`config.mk`:
```
export PLATFORM = sky130hd
export DESIGN_NAME = run_sequencer
export DESIGN_NICKNAME = d
export VERILOG_FILES = /design/src/rtl/run_sequencer.sv
export SDC_FILE = /design/constraint.sdc
export NUM_CORES = 1
export LEC_CHECK = 0
export BUFFER_PORTS_ARGS = -buffer_cell sky130_fd_sc_hd__buf_4
export CORE_AREA = 4 4 73 75
export DETAILED_ROUTE_END_ITERATION = 16
export DIE_AREA = 0 0 77 79
export PLACE_DENSITY = 0.52
export SYNTH_ARGS = -nofsm -noshare
export SYNTH_HDL_FRONTEND = slang
export SYNTH_SLANG_ARGS = --single-unit
```
`constraint.sdc`:
```
create_clock -name clk_i -period 2.15 [get_ports clk_i]
set_clock_uncertainty 0.05 [all_clocks]
set_input_delay 0.43 -clock clk_i [delete_from_list [all_inputs] [get_ports clk_i]]
set_output_delay 0.43 -clock clk_i [all_outputs]
set_load 0.05 [all_outputs]
```
`src/rtl/run_sequencer.sv`:
```
// Run controller for one or more cores. It steps them through reset, start, run and done.
// It also provides a watchdog, sticky per-core done flags and a RUN-cycle counter.
// Optional: define RUN_SEQ_PERF_EN to add done_cycle_o, which holds the cycle at which each
// core first reported done.
module run_sequencer #(
  parameter int unsigned NUM_CORES    = 1,
  parameter int unsigned CNT_W        = 16,
  parameter int unsigned MAX_CYCLES   = 1000,
  parameter int unsigned RST_CYCLES   = 2,
  parameter int unsigned START_CYCLES = 1
) (
  input  logic                       clk_i,
  input  logic                       rst_i,
  input  logic                       go_i,
  input  logic                       clear_i,
  output logic                       core_reset_o,
  output logic [NUM_CORES-1:0]       core_start_o,
  input  logic [NUM_CORES-1:0]       core_done_i,
  output logic                       busy_o,
  output logic                       finished_o,
  output logic                       timeout_o,
  output logic [NUM_CORES-1:0]       done_mask_o,
  output logic [CNT_W-1:0]           cycles_o
`ifdef RUN_SEQ_PERF_EN
  ,
  output logic [NUM_CORES*CNT_W-1:0] done_cycle_o
`endif
);

  localparam int unsigned PhMax = (RST_CYCLES > START_CYCLES) ? RST_CYCLES : START_CYCLES;
  localparam int unsigned PhW   = $clog2(PhMax + 1);

  typedef enum logic [2:0] {StIdle, StReset, StStart, StRun, StDone} state_e;

  state_e               state_q, state_d;
  logic [PhW-1:0]       ph_q, ph_d;
  logic                 core_reset_q, core_reset_d;
  logic                 core_start_q, core_start_d;
  logic                 busy_q, busy_d;
  logic                 finished_q, finished_d;
  logic                 timeout_q, timeout_d;
  logic [NUM_CORES-1:0] mask_q, mask_d;
  logic [CNT_W-1:0]     cycles_q, cycles_d;
  logic [NUM_CORES-1:0] merged;
`ifdef RUN_SEQ_PERF_EN
  logic [NUM_CORES*CNT_W-1:0] dc_q, dc_d;
`endif

  // Next state, run bookkeeping and the registered output values.
  always_comb begin
    state_d    = state_q;
    ph_d       = ph_q;
    finished_d = finished_q;
    timeout_d  = timeout_q;
    mask_d     = mask_q;
    cycles_d   = cycles_q;
`ifdef RUN_SEQ_PERF_EN
    dc_d       = dc_q;
`endif
    merged     = mask_q | core_done_i;

    if (clear_i) begin
      // An abort or acknowledge returns the block to a clean idle state.
      state_d    = StIdle;
      ph_d       = '0;
      finished_d = 1'b0;
      timeout_d  = 1'b0;
      mask_d     = '0;
      cycles_d   = '0;
`ifdef RUN_SEQ_PERF_EN
      dc_d       = '0;
`endif
    end else begin
      unique case (state_q)
        StIdle: begin
          if (go_i) begin
            state_d    = StReset;
            ph_d       = '0;
            finished_d = 1'b0;
            timeout_d  = 1'b0;
            mask_d     = '0;
            cycles_d   = '0;
`ifdef RUN_SEQ_PERF_EN
            dc_d       = '0;
`endif
          end
        end
        // The go-accept cycle plus RST_CYCLES more. The cores see start one cycle after the
        // last reset edge.
        StReset: begin
          if (ph_q == PhW'(RST_CYCLES)) begin
            state_d = StStart;
            ph_d    = '0;
          end else begin
            ph_d = ph_q + PhW'(1);
          end
        end
        StStart: begin
          if (ph_q == PhW'(START_CYCLES - 1)) begin
            state_d = StRun;
            ph_d    = '0;
          end else begin
            ph_d = ph_q + PhW'(1);
          end
        end
        StRun: begin
          mask_d = merged;
`ifdef RUN_SEQ_PERF_EN
          for (int i = 0; i < int'(NUM_CORES); i++) begin
            if (core_done_i[i] && !mask_q[i]) dc_d[i*CNT_W +: CNT_W] = cycles_q;
          end
`endif
          // Completion has priority over the watchdog in the same cycle.
          if (&merged) begin
            state_d    = StDone;
            finished_d = 1'b1;
          end else if (cycles_q == CNT_W'(MAX_CYCLES)) begin
            state_d   = StDone;
            timeout_d = 1'b1;
          end else begin
            cycles_d = cycles_q + CNT_W'(1);
          end
        end
        StDone: ;
        default: state_d = StIdle;
      endcase
    end

    core_reset_d = (state_d == StIdle) || (state_d == StReset);
    core_start_d = (state_d == StStart);
    busy_d       = (state_d == StReset) || (state_d == StStart) || (state_d == StRun);
  end

  // State and output registers. Reset is asynchronous.
  always_ff @(posedge clk_i or posedge rst_i) begin
    if (rst_i) begin
      state_q      <= StIdle;
      ph_q         <= '0;
      core_reset_q <= 1'b1;
      core_start_q <= 1'b0;
      busy_q       <= 1'b0;
      finished_q   <= 1'b0;
      timeout_q    <= 1'b0;
      mask_q       <= '0;
      cycles_q     <= '0;
`ifdef RUN_SEQ_PERF_EN
      dc_q         <= '0;
`endif
    end else begin
      state_q      <= state_d;
      ph_q         <= ph_d;
      core_reset_q <= core_reset_d;
      core_start_q <= core_start_d;
      busy_q       <= busy_d;
      finished_q   <= finished_d;
      timeout_q    <= timeout_d;
      mask_q       <= mask_d;
      cycles_q     <= cycles_d;
`ifdef RUN_SEQ_PERF_EN
      dc_q         <= dc_d;
`endif
    end
  end

  assign core_reset_o = core_reset_q;
  assign core_start_o = {NUM_CORES{core_start_q}};
  assign busy_o       = busy_q;
  assign finished_o   = finished_q;
  assign timeout_o    = timeout_q;
  assign done_mask_o  = mask_q;
  assign cycles_o     = cycles_q;
`ifdef RUN_SEQ_PERF_EN
  assign done_cycle_o = dc_q;
`endif

endmodule
```
Word level (Yosys, flattened, before mapping)
Index checks and enable logic that the tools add are counted.

word-level totals
  register bits = 27
  input bits = 5
  output and inout port bits = 22
  logic and storage cells = 66

operators by class
  add/subtract/negate cells = 2
  equality and inequality tests = 14
  mux-type cells = 27
  bitwise operators = 1
  reduce and logical (&&, ||, !) cells = 13

operators by type and width
  operator               number
  $mux 16                4
  $pmux 16 s2            1
  $mux 3                 6
  $add 16x1->16 const B  1
  $eq 16x10->1 const B   1
  $ne 3x3->1 const B     5
  $pmux 3 s5             1
  $eq 3x2->1 const B     4
  $mux 2                 4
  $reduce_and 4->1       2
  $mux 1                 7
  $eq 3x1->1 const B     2
  $logic_not 3->1        2
  $pmux 1 s2             3
  $pmux 2 s3             1
  $reduce_and 2->1       2
  $reduce_bool 4->1      1
  $eq 3x3->1 const B     1
  $logic_or 1x1->1       3
  $reduce_and 3->1       1
  $reduce_bool 3->1      1
  $add 2x1->2 const B    1
  $eq 2x2->1 const B     1
  $logic_not 2->1        1
  $or 1x1->1             1

Depth between registers and ports, before layout
  word-level depth = 8
  mapped depth = 6
  depth with buffers taken out = 6

Worst setup path after synthesis
Ideal clock, no wire load.

  kind = register to register
  start point = register cycles_q[0], in the netlist cycles_o[0]
  end point = register state_q[0]
  library setup time = 0.134 ns
  arrival time = 1.995 ns
  required time = 1.966 ns
  path slack = -0.029 ns
  cell stages (with the launch flop) = 7
  path buffers = 0
  clock period less this slack = 2.179 ns
  cells stage by stage = dfrtp_1 > inv_1 > ha_1 > or3b_2 > nor4_4 > o221ai_1 > nor4b_1

between the ends
  cells in the longest elaborated chain, start to end = 5

ends and longest elaborated chain
  item                    RTL line  RTL
  start, declared         43        logic [CNT_W-1:0] cycles_q, cycles_d;
  start signal, assigned  158       cycles_q <= cycles_d;
  $eq 16x10->1            117       end else if (cycles_q == CNT_W'(MAX_CYCLES)) begin
  $mux 3                  117
  $mux 3                  114       if (&merged) begin
  $pmux 3 s5              74        unique case (state_q)
  $mux 3                  62        if (clear_i) begin
  net state_d[0]          35        state_e state_q, state_d;
  end signal, assigned    137       state_q <= StIdle;
  end signal, assigned    150       state_q <= state_d;
  end, declared           35

The timed path passes the listed nets, and every way through them passes these cells.
A chain may end at the register's enable or synchronous reset.

Worst setup path after layout
  start point = register cycles_q[15], in the netlist cycles_o[15]
  end point = register busy_q, in the netlist busy_o

between the ends
  cells in the longest elaborated chain, start to end = 8
  elaborated cells between the ends (all ways) = 10
  those cells by class = eq/ne (4); mux (4); reduce/logical (2)

ends and longest elaborated chain
  item                                      RTL line  RTL
  $eq 16x10->1 *                            117
  $mux 3 *                                  117
  $mux 3 *                                  114
  $pmux 3 s5 *                              74
  $mux 3 *                                  62
  $eq 3x1->1 or $eq 3x2->1 (tied branches)  131       busy_d = (state_d == StReset) || (state_d == StStart) || (state_d == StRun);
  $logic_or 1x1->1                          131
  $logic_or 1x1->1 *                        131
  net busy_d                                39        logic busy_q, busy_d;
  end signal, assigned                      154       busy_q <= busy_d;
  end, declared                             39

The timed path passes the listed nets; every way through them passes the cells marked *.

==> flow_summary.toml <==
[outcome]
status = "finished, final reports clean"

[worst_setup_path]
cp-start-kind = "flop"
critPathMaxStageDelay_ns = 0.58
critPathCaptureType = "flop"
path_buf_inv = 0
cp_max_fo = 8
crit_chain = "or4_1, nor4_4, nand2b_1, a2111oi_0"
path_delay_family = "simple AND/OR/NAND/NOR gates"
r2r_end = "busy_o$_DFF_PP0_"
reg2reg_from = "cycles_o[15]$_DFFE_PP0P_"
slowest_stage = "or4_1"
rr_worst_depth = 4
worstSetupPathType = "reg -> reg"
reg2reg_slack_ns = 0.11
worstPathArrival_ns = 2.13
required_ns = 2.24

[floorplan]
coreArea_um2 = 4660
pin_count = 27
die_w_um = 77
die_area_um2 = 6080
start_util_pct = 33.6
rows = 25
die_h_um = 79

[global_route]
grt_pass1_wl_um = 6800
grt_pass1_vias = 1440
grt_overflow = 0
grtUsageTotal_pct = 13.8
antenna_found_initial = 0
grt_max_degree = 28

[timing]
hold_viol_final = 0
rsz0062_at_grt = "no"
relSlewSlack_pct = 69.2
fmax_mhz = 490
fin_crit_ns = 2.04
setup_viol = 0
fin_crit_sh_pct = 95.0
slew_violations = 0
tightest_slew_ns = 0.458
finalWorstSetupSlack_ns = 0.108
fin_setup_tns_ns = 0

[logic_synthesis]
seq_area_frac_synth_pct = 43.2
netlist_instances = 164
syn-num-nets = 174
yosys_warnings = 0
syn_area_per_cell_um2 = 9.56
ys_types = 45
netlist_area_um2 = 1570
synth_ff_type = "dfrtp_1"
synth_edf_count = 0
async_flop_share_pct = 100
synth_seq_cells = 27

[detailed_routing]
vias_per_cell = 5.51
drt-initial-drc-count = 59
ant_nets = 0
drt-pass1-iter-count = 4
finalWirelength_um = 3890
wl_per_cell_um = 15.1
drc = 0
via_count = 1421

[cells_and_area]
final_cells = 258
n_antenna_cell = 0
final_nets = 215
area_delta_synth_final_pct = 25.6
layout-drive-gt1-share_pct = 28.4

[clocking]
cts-resized-gates = 0
path_clk_slew_ns = 0.09
clock_path_buffers = 2
cts.sinks = 27
cts_made_buffers = 3
cts_hold_buf = 0
ctsHtreeMaxLevel = 1
cts_setup_buffers = 0
clk_latency_ns = 0.27
cts_tree = "done"
ctsRootBufferMaster = "clkbuf_8"

[placed_design]
dp_slack_ns = 0.0998
gp_congestion = 0.812
io_buffer_count = 26
dp_cells = 254
dp_hpwl_um = 3030

[power]
p_leak_nw = 0.844
peakVddDrop_mv = 0.227
p_per_area_nw_per_um2 = 465

[hold_path]
min-delay-path-class = "in -> async"

[job]
maxCapViolCount = 0
## registers in the layout, summed over array words and instances, names as in the netlist
signal and flops:
cycles_o 16, state_q 3, ph_q 2, busy_o 1, core_reset_o 1, core_start_o 1
done_mask_o 1, finished_o 1, timeout_o 1
## where the power goes
part           internal [mW]  switching [mW]  total, mW
registers              0.514         0.00715      0.522
clock network          0.133           0.155      0.288
logic                 0.0397          0.0670      0.107
## tightest hold or removal path, delay by kind of cell
kind,cells,cell delay [ns]
buffers and inverters,3,0.45
## worst max path at each step
stage	startpoint	to	slack, ns	cells past startpoint
after floorplan	cycles_o[5]$_DFFE_PP0P_	state_q[0]$_DFF_PP0_	0.06	4
final	cycles_o[15]$_DFFE_PP0P_	busy_o$_DFF_PP0_	0.11	4
after global routing	cycles_o[1]$_DFFE_PP0P_	busy_o$_DFF_PP0_	0.02	6
after CTS	cycles_o[0]$_DFFE_PP0P_	busy_o$_DFF_PP0_	0.07	6
after detailed placement	cycles_o[0]$_DFFE_PP0P_	state_q[0]$_DFF_PP0_	0.1	6
after global placement	cycles_o[0]$_DFFE_PP0P_	state_q[0]$_DFF_PP0_	0.16	6
## cells in the mapped netlist, types with 2 or more instances
cell / instances / area, um2
a2111oi_0: 2 / 17.5
a21oi_1: 17 / 85.1
a22o_1: 2 / 17.5
a22oi_1: 3 / 22.5
buf_2: 2 / 10.0
clkbuf_1: 3 / 11.3
dfrtp_1: 26 / 651
ha_1: 5 / 62.6
inv_1: 11 / 41.3
nand2_1: 9 / 33.8
nand2b_1: 3 / 18.8
nand3_1: 6 / 30.0
nand4_2: 2 / 25.0
nor2_1: 7 / 26.3
nor2b_1: 3 / 18.8
nor3_1: 2 / 10.0
nor4_1: 2 / 12.5
o21ai_0: 9 / 45.0
o31ai_1: 6 / 45.0
or2_2: 2 / 12.5
or3_1: 11 / 68.8
or3b_2: 2 / 17.5
or4_1: 7 / 52.6
## metrics by stage
step           total power [mW]  hold slack (ns)  utilization (%)  area [um2]
2_1_floorplan             0.600            0.432                -        1570
3_3_place_gp              0.636            0.435             41.3        1920
3_5_place_dp              0.639            0.438             41.3        1920
4_1_cts                   0.926            0.175             42.3        1970
5_1_grt                   0.958            0.206             42.3        1970
6_report                  0.916            0.158             42.3        1970
## layout by cell type, fill, tap and decap left out, types with 3 or more instances in the layout
cell type,count
buf_4,42
dfrtp_1,24
a21oi_1,17
or3_1,11
inv_1,11
o21ai_0,9
nand2_1,9
nor2_1,7
or4_1,7
nand3_1,6
o31ai_1,6
ha_1,5
nand2b_1,3
a22oi_1,3
nor2b_1,3
clkbuf_8,3
## layout make-up
class	count	area, um2
Tap cell	54	67.6
Multi-Input combinational cell	120	821
Sequential cell	27	679
Clock buffer	4	45.0
Fill cell	451	2690
Timing Repair Buffer	42	315
Inverter	11	41.3
## metal layers
layer | global-route usage, % | up-vias | wire length [um]
met5 | 0 | - | 0
met4 | 4.80 | 0 | 25
met3 | 3.06 | 2 | 171
met2 | 22.7 | 37 | 1920
met1 | 17.9 | 689 | 1770
li1 | - | 693 | -
## cell families (layout without fill, tap and decap cells)
kind of cell	count (synthesis)	count (layout)	share of synthesized area (%)
AO/OA/AOI/OAI	47	47	19.5
XOR/XNOR	1	1	0.559
adder cells (fa/ha/maj)	5	5	3.99
buffers and inverters	17	57	4.47
flip-flops	27	27	43.2
AND/OR/NAND/NOR	67	67	28.3
No activity file was read; power rests on OpenSTA's default activity.
